<file path="config.mk">
export PLATFORM = sky130hd
export DESIGN_NAME = uart_result_tx_flat
export DESIGN_NICKNAME = d
export VERILOG_FILES = /design/src/rtl/uart_result_tx_pkg.sv /design/src/rtl/uart_result_tx_if.sv /design/src/rtl/uart_result_tx_byte.sv /design/src/rtl/uart_result_tx.sv /design/src/flat_wrapper.sv
export SDC_FILE = /design/constraint.sdc
export NUM_CORES = 1
export LEC_CHECK = 0
export ABC_AREA = 1
export BUFFER_PORTS_ARGS = -buffer_cell sky130_fd_sc_hd__buf_4
export CELL_PAD_IN_SITES_DETAIL_PLACEMENT = 0
export CELL_PAD_IN_SITES_GLOBAL_PLACEMENT = 1
export CORE_ASPECT_RATIO = 1.25
export CORE_MARGIN = 3
export CORE_UTILIZATION = 50
export CTS_BUF_LIST = sky130_fd_sc_hd__clkbuf_2 sky130_fd_sc_hd__clkbuf_4 sky130_fd_sc_hd__clkbuf_8
export DETAILED_ROUTE_END_ITERATION = 6
export GPL_TIMING_DRIVEN = 0
export PLACE_DENSITY = 0.95
export SYNTH_ARGS = -nofsm -noshare
export SYNTH_HDL_FRONTEND = slang
export SYNTH_SLANG_ARGS = --single-unit
</file>
<file path="constraint.sdc">
create_clock -name clk -period 5.1 [get_ports clk]
set_clock_uncertainty 0.15 [all_clocks]
set_input_delay 1.275 -clock clk [delete_from_list [all_inputs] [get_ports clk]]
set_output_delay 1.275 -clock clk [all_outputs]
set_load 0.01 [all_outputs]
</file>
<file path="src/rtl/uart_result_tx_pkg.sv">
// Shared constants and character helpers for the ALU result UART transmitter.
// Holds the serializer state encodings, the ASCII codes and the frame character map.
package uart_result_tx_pkg;

    localparam logic [1:0] ST_IDLE  = 2'd0;
    localparam logic [1:0] ST_START = 2'd1;
    localparam logic [1:0] ST_DATA  = 2'd2;
    localparam logic [1:0] ST_STOP  = 2'd3;

    localparam int unsigned NUM_CHARS     = 4;
    localparam int unsigned BITS_PER_CHAR = 8;

    localparam logic [7:0] ASCII_CR = 8'h0D;
    localparam logic [7:0] ASCII_LF = 8'h0A;
    localparam logic [7:0] ASCII_0  = 8'h30;
    localparam logic [7:0] ASCII_A  = 8'h41;

    // Uppercase hex digit for one nibble.
    function automatic logic [7:0] nibble_to_hex(input logic [3:0] n);
        if (n < 4'd10) begin
            return ASCII_0 + 8'(n);
        end
        return ASCII_A + 8'(n - 4'd10);
    endfunction

    // Character idx of the frame: hex-hi, hex-lo, CR, LF.
    function automatic logic [7:0] frame_char(input logic [7:0] r, input logic [1:0] idx);
        case (idx)
            2'd0:    return nibble_to_hex(r[7:4]);
            2'd1:    return nibble_to_hex(r[3:0]);
            2'd2:    return ASCII_CR;
            default: return ASCII_LF;
        endcase
    endfunction

endpackage

</file>
<file path="src/rtl/uart_result_tx_if.sv">
// Pin-level bundle between the ALU top level and the result transmitter.
interface uart_result_tx_if;
    logic [7:0] result;
    logic       uart_tx_en;
    logic       uartbusy;
    logic       uart_txd;

    modport master (output result, output uart_tx_en, input uartbusy, input uart_txd);
    modport slave  (input result, input uart_tx_en, output uartbusy, output uart_txd);
endinterface

</file>
<file path="src/rtl/uart_result_tx_byte.sv">
// 8N1 serializer, LSB first. byte_ready_c is also high in the last STOP cycle so
// a byte presented then follows the stop bit with no idle gap.
module uart_result_tx_byte
    import uart_result_tx_pkg::*;
#(
    parameter int unsigned CLKS_PER_BIT = 1042
) (
    input  logic       clk,
    input  logic       reset,
    input  logic       byte_valid_c,
    input  logic [7:0] byte_data_c,
    output logic       byte_ready_c,
    output logic       txd
);

    localparam int unsigned     CNT_W    = $clog2(CLKS_PER_BIT);
    localparam logic [CNT_W-1:0] CNT_LAST = CNT_W'(CLKS_PER_BIT - 1);
    localparam logic [2:0]      BIT_LAST = 3'(BITS_PER_CHAR - 1);

    logic [1:0]       state_q, state_d;
    logic [CNT_W-1:0] cnt_q, cnt_d;
    logic [2:0]       bit_q, bit_d;
    logic [7:0]       shift_q, shift_d;
    logic             txd_q, txd_d;
    logic             bit_end_c;

    assign bit_end_c    = (cnt_q == CNT_LAST);
    assign byte_ready_c = (state_q == ST_IDLE) || ((state_q == ST_STOP) && bit_end_c);
    assign txd          = txd_q;

    always_comb begin
        state_d = state_q;
        cnt_d   = cnt_q;
        bit_d   = bit_q;
        shift_d = shift_q;
        txd_d   = txd_q;

        if (state_q != ST_IDLE) begin
            cnt_d = bit_end_c ? '0 : cnt_q + CNT_W'(1);
        end

        case (state_q)
            ST_START: begin
                if (bit_end_c) begin
                    state_d = ST_DATA;
                    txd_d   = shift_q[0];
                    shift_d = {1'b0, shift_q[7:1]};
                    bit_d   = '0;
                end
            end
            ST_DATA: begin
                if (bit_end_c) begin
                    if (bit_q == BIT_LAST) begin
                        state_d = ST_STOP;
                        txd_d   = 1'b1;
                    end else begin
                        bit_d   = bit_q + 3'd1;
                        txd_d   = shift_q[0];
                        shift_d = {1'b0, shift_q[7:1]};
                    end
                end
            end
            ST_STOP: begin
                if (bit_end_c) begin
                    state_d = ST_IDLE;
                    txd_d   = 1'b1;
                end
            end
            default: ;
        endcase

        // Accepting a byte overrides the end-of-STOP return to idle.
        if (byte_ready_c && byte_valid_c) begin
            state_d = ST_START;
            shift_d = byte_data_c;
            txd_d   = 1'b0;
            cnt_d   = '0;
            bit_d   = '0;
        end
    end

    always_ff @(posedge clk) begin
        if (reset) begin
            state_q <= ST_IDLE;
            cnt_q   <= '0;
            bit_q   <= '0;
            shift_q <= '0;
            txd_q   <= 1'b1;
        end else begin
            state_q <= state_d;
            cnt_q   <= cnt_d;
            bit_q   <= bit_d;
            shift_q <= shift_d;
            txd_q   <= txd_d;
        end
    end

endmodule

</file>
<file path="src/rtl/uart_result_tx.sv">
// Sends the ALU result as "HL\r\n" over UART on each rising edge of uart_tx_en.
// Adds the input synchronizer, edge detect, result latch and character sequencer.
module uart_result_tx
    import uart_result_tx_pkg::*;
#(
    parameter int unsigned CLKS_PER_BIT = 1042
) (
    input  logic             clk,
    input  logic             reset,
    uart_result_tx_if.slave  bus
);

    localparam logic [1:0] CHAR_LAST = 2'(NUM_CHARS - 1);

    logic       s1_q, s1_d, s2_q, s2_d, s3_q, s3_d;
    logic       busy_q, busy_d;
    logic [1:0] char_idx_q, char_idx_d;
    logic [7:0] result_q, result_d;
    logic       start_c;
    logic       byte_valid_c;
    logic [7:0] byte_data_c;
    logic       byte_ready_c;
    logic       txd;

    assign start_c      = s2_q & ~s3_q;
    assign bus.uartbusy = busy_q;
    assign bus.uart_txd = txd;

    // Sequencer: first character straight from the live result at acceptance,
    // later ones from the latched copy as the serializer finishes each stop bit.
    always_comb begin
        s1_d         = bus.uart_tx_en;
        s2_d         = s1_q;
        s3_d         = s2_q;
        busy_d       = busy_q;
        char_idx_d   = char_idx_q;
        result_d     = result_q;
        byte_valid_c = 1'b0;
        byte_data_c  = frame_char(result_q, char_idx_q + 2'd1);

        if (!busy_q) begin
            if (start_c) begin
                byte_valid_c = 1'b1;
                byte_data_c  = frame_char(bus.result, 2'd0);
                if (byte_ready_c) begin
                    busy_d     = 1'b1;
                    result_d   = bus.result;
                    char_idx_d = '0;
                end
            end
        end else if (byte_ready_c) begin
            if (char_idx_q != CHAR_LAST) begin
                byte_valid_c = 1'b1;
                char_idx_d   = char_idx_q + 2'd1;
            end else begin
                busy_d     = 1'b0;
                char_idx_d = '0;
            end
        end
    end

    always_ff @(posedge clk) begin
        if (reset) begin
            s1_q       <= 1'b0;
            s2_q       <= 1'b0;
            s3_q       <= 1'b0;
            busy_q     <= 1'b0;
            char_idx_q <= '0;
            result_q   <= '0;
        end else begin
            s1_q       <= s1_d;
            s2_q       <= s2_d;
            s3_q       <= s3_d;
            busy_q     <= busy_d;
            char_idx_q <= char_idx_d;
            result_q   <= result_d;
        end
    end

    uart_result_tx_byte #(
        .CLKS_PER_BIT (CLKS_PER_BIT)
    ) u_byte (
        .clk          (clk),
        .reset        (reset),
        .byte_valid_c (byte_valid_c),
        .byte_data_c  (byte_data_c),
        .byte_ready_c (byte_ready_c),
        .txd          (txd)
    );

endmodule
</file>
<file path="src/flat_wrapper.sv">
// flat-port wrapper written by rule: the top's interface ports become plain ports
module uart_result_tx_flat import uart_result_tx_pkg::*;
#(
    parameter int unsigned CLKS_PER_BIT = 1042
)
  (clk, reset, bus_result, bus_uart_tx_en, bus_uartbusy, bus_uart_txd);
  uart_result_tx_if bus_i ();
  input  logic clk;
  input  logic reset;
  input wire logic [$bits(bus_i.result)-1:0] bus_result;
  input wire logic [$bits(bus_i.uart_tx_en)-1:0] bus_uart_tx_en;
  output wire logic [$bits(bus_i.uartbusy)-1:0] bus_uartbusy;
  output wire logic [$bits(bus_i.uart_txd)-1:0] bus_uart_txd;
  assign bus_i.result = bus_result;
  assign bus_i.uart_tx_en = bus_uart_tx_en;
  assign bus_uartbusy = bus_i.uartbusy;
  assign bus_uart_txd = bus_i.uart_txd;
  uart_result_tx #(.CLKS_PER_BIT(CLKS_PER_BIT)) u_core (.clk(clk), .reset(reset), .bus(bus_i));
endmodule
</file>
======== Yosys cells after proc, flatten, opt, wreduce, memory -nomap -nowiden ========
Cells that the tools add are included.
storage, ports and cells
  output and inout bits ................... 2
  word-level logic and storage cells ...... 120
  flip-flop bits (word level) ............. 39
  input bits .............................. 11
operators by class
  reduce and logical (&&, ||, !) cells .... 19
  muxes and demuxes ....................... 51
  order comparisons ....................... 3
  equality and inequality tests ........... 20
  bitwise gates (word level) .............. 3
  $add $sub $neg .......................... 12
operator list
  operator               number
  $mux 8                 12
  $add 7x8->8 const A    3
  $pmux 8 s3             1
  $add 6x4->7 const A    3
  $mux 1                 21
  $mux 2                 9
  $ne 2x2->1 const B     8
  $pmux 8 s2             1
  $sub 4x4->5 const B    3
  $lt 4x4->1 const B     3
  $ne 3x3->1 const B     4
  $reduce_and 4->1       3
  $add 11x1->11 const B  1
  $eq 11x11->1 const B   1
  $mux 11                1
  $reduce_and 5->1       2
  $mux 3                 3
  $eq 2x2->1 const B     3
  $pmux 2 s3             1
  $pmux 3 s2             1
  $reduce_and 3->1       2
  $reduce_bool 2->1      3
  $reduce_bool 3->1      2
  $eq 2x1->1 const B     2
  12 further kinds       15

======== Logic depth before layout (Yosys ltp) ========
  depth after elaboration ................. 8
  depth in mapped cells ................... 13
  mapped depth without buffers ............ 13

======== By module ========
A second synthesis with hierarchy kept.
second synthesis, totals
  cells, all modules ...................... 394
  area total of the unflattened synthesis .. 2660.1 µm²
modules (own cells, without submodules)
  module               sequential area each (µm²)  instances  cells an instance  area each (µm²)
  uart_result_tx_byte  500.5                       1          198                1402.6
  uart_result_tx       280.3                       1          196                1257.5

======== Worst setup path after synthesis ========
No wires, ideal clock.
  path type ............................... input to register
  start ................................... input port bus_result[5]
  end ..................................... register u_core.u_byte.shift_q[4]
  stages on the path ...................... 11
  slack ................................... 2.409 ns
  data required time ...................... 4.819 ns
  buffers on the path ..................... 0
  data arrival time ....................... 2.411 ns
  setup time .............................. 0.131 ns
  path through ............................ inv_1 > ha_1 > inv_1 > ha_1 > nand3b_1 > nand2_1 > nand2_1 > nor2_1 > o21ai_0 > a21boi_0 > a211oi_1
on the way
  longest elaborated chain between the ends .. 8
  elaborated cells between the ends (all ways) .. 12
  classes of those cells .................. add/sub: 3; order compare: 1; mux: 8
ends and longest elaborated chain
  item                                                                 RTL line                   text
  start, declared                                                      flat_wrapper.sv:10         input wire logic [$bits(bus_i.result)-1:0] bus_result;
  parallel branches: the longest is 4 deep, another holds $add 7x8->8  n/a
  $mux 8 *                                                             uart_result_tx_pkg.sv:23   return ASCII_A + 8'(n - 4'd10);
  $mux 8 *                                                             uart_result_tx.sv:42       if (start_c) begin
  $mux 8 *                                                             uart_result_tx.sv:41       if (!busy_q) begin
  $mux 8 *                                                             uart_result_tx_byte.sv:73  if (byte_ready_c && byte_valid_c) begin
  end signal, assigned                                                 uart_result_tx_byte.sv:93  shift_q <= shift_d;
  end, declared                                                        uart_result_tx_byte.sv:23  logic [7:0] shift_q, shift_d;
Mark *: on every way between the ends. The select of a mux whose other input is x is not followed.
A chain may end at the register's enable or synchronous reset.

======== Final worst setup path ========
Same ends and word-level chain as after synthesis.

==> metrics <==
status complete, no violations; fillers 471; die height roughly 84 um; synth warn 0; Detailed Route Iter0 Violations ~110; synthesized flop and latch total 38; GRT Util Overall 0.185; routed len/inst ~12 um; largest net degree at the start of global routing 11; Sw Share 0.321; cell area power density 273 nW/um^2; vias in the first global route between 1500 and 2000; final core occ 0.588; gr ovfl total 0; routed via count between 2000 and 2500; Die Area 5760 sq um; layout cell share with drive strength beyond 1 0.102; port bufs 11; max-capacitance violation count 0; unrepaired setup endpoints after global routing false; final setup fails 0; most frequent cells after synthesis nand2_1, inv_1, nor2_1, dfxtp_1, o21ai_0; Area Overhead vs Synth 9.73%; CP arrival roughly 2.8 ns; fin area roughly 2700 sq um; Resized Gates After CTS 0; Routability Congestion 0.831; Slew @ Worst Pin between 0.4 and 0.5 ns; Post-synth EDFFs 0; DIE WIDTH approximately 69 um; cells after synthesis 344; total power 0.731 mW; slew margin rel. 0.681; IO Count 13; Finished Layout Cells 419; # DRC 0; Syn Nets 380; worst setup path class in -> reg; syn_area_per_cell about 7.1 sq um; deepest clock path buffer count 2; Root Driver clkbuf_8; CTS tree done; switching pwr 0.235 mW; fin crit period 2.79 ns; area fraction of the dominant cell type after synthesis 0.311; register area share after synthesis 0.311; DRT Pass-1 Iters 4; Top FF cell, synth dfxtp_1; DRT Wirelength 4.87 mm; H-tree levels 2; register share of total power 0.456; Initial Utilization 0.536; area leader, netlist dfxtp_1; crit start category input port; # hold bufs at CTS 0; Num CTS Buffers 5; placed cells 413; Final #Nets approximately 400; worst hold path type reg -> reg; number of diodes 0; hold_ws 0.258 ns; worst-case vdd ir drop 152 uV; Clock Latency Late Sink between 0.2 and 0.3 ns; most area-consuming cells after synthesis dfxtp_1, ha_1, nand2_1; proportion of power drawn by the clock network 0.285; global-route wire length before repair between 8 and 9 mm; Rows 27; Reg2Reg Setup Slack around 3.0 ns; most numerous cell in the Yosys netlist nand2_1; CP endpoint kind register; combinational share of power 0.259; final worst path period share 0.547; ys async rst share 0; final setup margin 2.31 ns; count of final max-slew check failures 0; Vias/cell ~5.1; antenna violations before repair 0; Worst Path Required about 5.1 ns; post-DP HPWL roughly 3.8 mm; TritonCTS sink count 38; pre-CTS WS a little over 2 ns; Max Freq around 360 MHz; core footprint 4560 sq um; Post CTS Setup Buffer Count 0; Max FO, Critical Path 4; Final Hold Viols 0; DP Area around 2600 sq um; internal power between 0.4 and 0.5 mW; setup TNS 0 ns; Leak Pwr 1.22 nW; Clock transition at path regs ~0.070 ns; Synth Cell Area 2440 sq um; post-synthesis cell type count 35; Routed Antenna Nets 0
registers in the layout, summed over array words and instances, names as in the netlist:
signal,count
u_core.u_byte.state_q,2
u_core.u_byte.bit_q,3
u_core.bus.uartbusy,1
u_core.s2_q,1
u_core.char_idx_q,2
u_core.u_byte.cnt_q,11
u_core.u_byte.shift_q,7
u_core.result_q,8
u_core.s1_q,1
u_core.u_byte.txd,1
u_core.s3_q,1
worst paths after layout:
| check | startpoint | cells past startpoint | end |
|---|---|---|---|
| worst max register to register | u_core.u_byte.state_q[0]$_SDFFE_PP0P_ | 10 | u_core.u_byte.cnt_q[10]$_SDFFE_PP0P_ |
| worst min register to register | u_core.s1_q$_SDFF_PP0_ | 2 | u_core.s2_q$_SDFF_PP0_ |
| worst min-delay path | u_core.s1_q$_SDFF_PP0_ | 2 | u_core.s2_q$_SDFF_PP0_ |
| worst max-delay path | bus_result[5] | 12 | u_core.u_byte.shift_q[4]$_SDFFE_PP0P_ |
power by group through the flow:
stage | logic [mW] | registers, mW | clock network, mW
floorplan | 0.145 | 0.339 | 0
global placement | 0.189 | 0.340 | 0
detailed placement | 0.192 | 0.340 | 0
CTS | 0.192 | 0.333 | 0.214
global route | 0.222 | 0.337 | 0.227
finish | 0.190 | 0.333 | 0.208
cell families after synthesis:
kind of cell,count (synthesis),share of synthesized area
fa+ha+maj,25,0.128
compound gates,71,0.156
buf+inv,57,0.0943
flops,38,0.311
xor+xnor,9,0.0323
simple gates,144,0.278
cells in the final DEF, fill, tap and decap left out, types with 2 or more instances in the layout:
cell | synthesis | layout
o21ai_1 | 3 | 3
o21a_1 | 2 | 2
o21ai_0 | 35 | 35
xnor2_1 | 4 | 4
a211oi_1 | 3 | 3
inv_1 | 49 | 49
nand2_1 | 57 | 57
inv_2 | 2 | 2
or2_2 | 2 | 2
nand3b_1 | 3 | 3
clkbuf_1 | 2 | 2
a21oi_1 | 23 | 23
nand3_2 | 3 | 3
nand2_2 | 2 | 2
xor2_1 | 5 | 5
nand4_1 | 2 | 2
buf_6 | 2 | 2
dfxtp_1 | 38 | 38
nand3_1 | 20 | 20
nand2_4 | 2 | 2
buf_4 | 0 | 11
ha_1 | 25 | 25
clkbuf_8 | 0 | 6
nor3b_1 | 3 | 3
nor2_2 | 2 | 2
nor2_1 | 41 | 41
nor3_1 | 4 | 4
worst max-delay path, cell delays in order:
cell and delay (ns):
buf_4 0.12, inv_1 0.11, ha_1 0.15, inv_1 0.04, ha_1 0.30, nand3b_1 0.11
nand2_1 0.08, nand2_1 0.05, nor2_1 0.11, o21ai_0 0.13, a21boi_0 0.26, a211oi_1 0.06
metal layers:
metal	vias up	routed length [um]	track usage
met2	24	2600	0.342
met3	2	151	0.0442
met4	0	26	0.0434
met1	960	2090	0.204
li1	1149	-	-
met5	-	0	0
final cells by class:
| class | instances | area (sq um) | share of cell area |
|---|---|---|---|
| well taps | 58 | 72.6 | 0.0271 |
| multi-input cells | 249 | 1450 | 0.542 |
| plain buffers | 5 | 35.0 | 0.0131 |
| repair buffers | 11 | 82.6 | 0.0308 |
| inverters | 52 | 195 | 0.0728 |
| clock buffers | 6 | 82.6 | 0.0308 |
| flip-flops and latches | 38 | 761 | 0.284 |
Power figures use the tool's default switching activity.
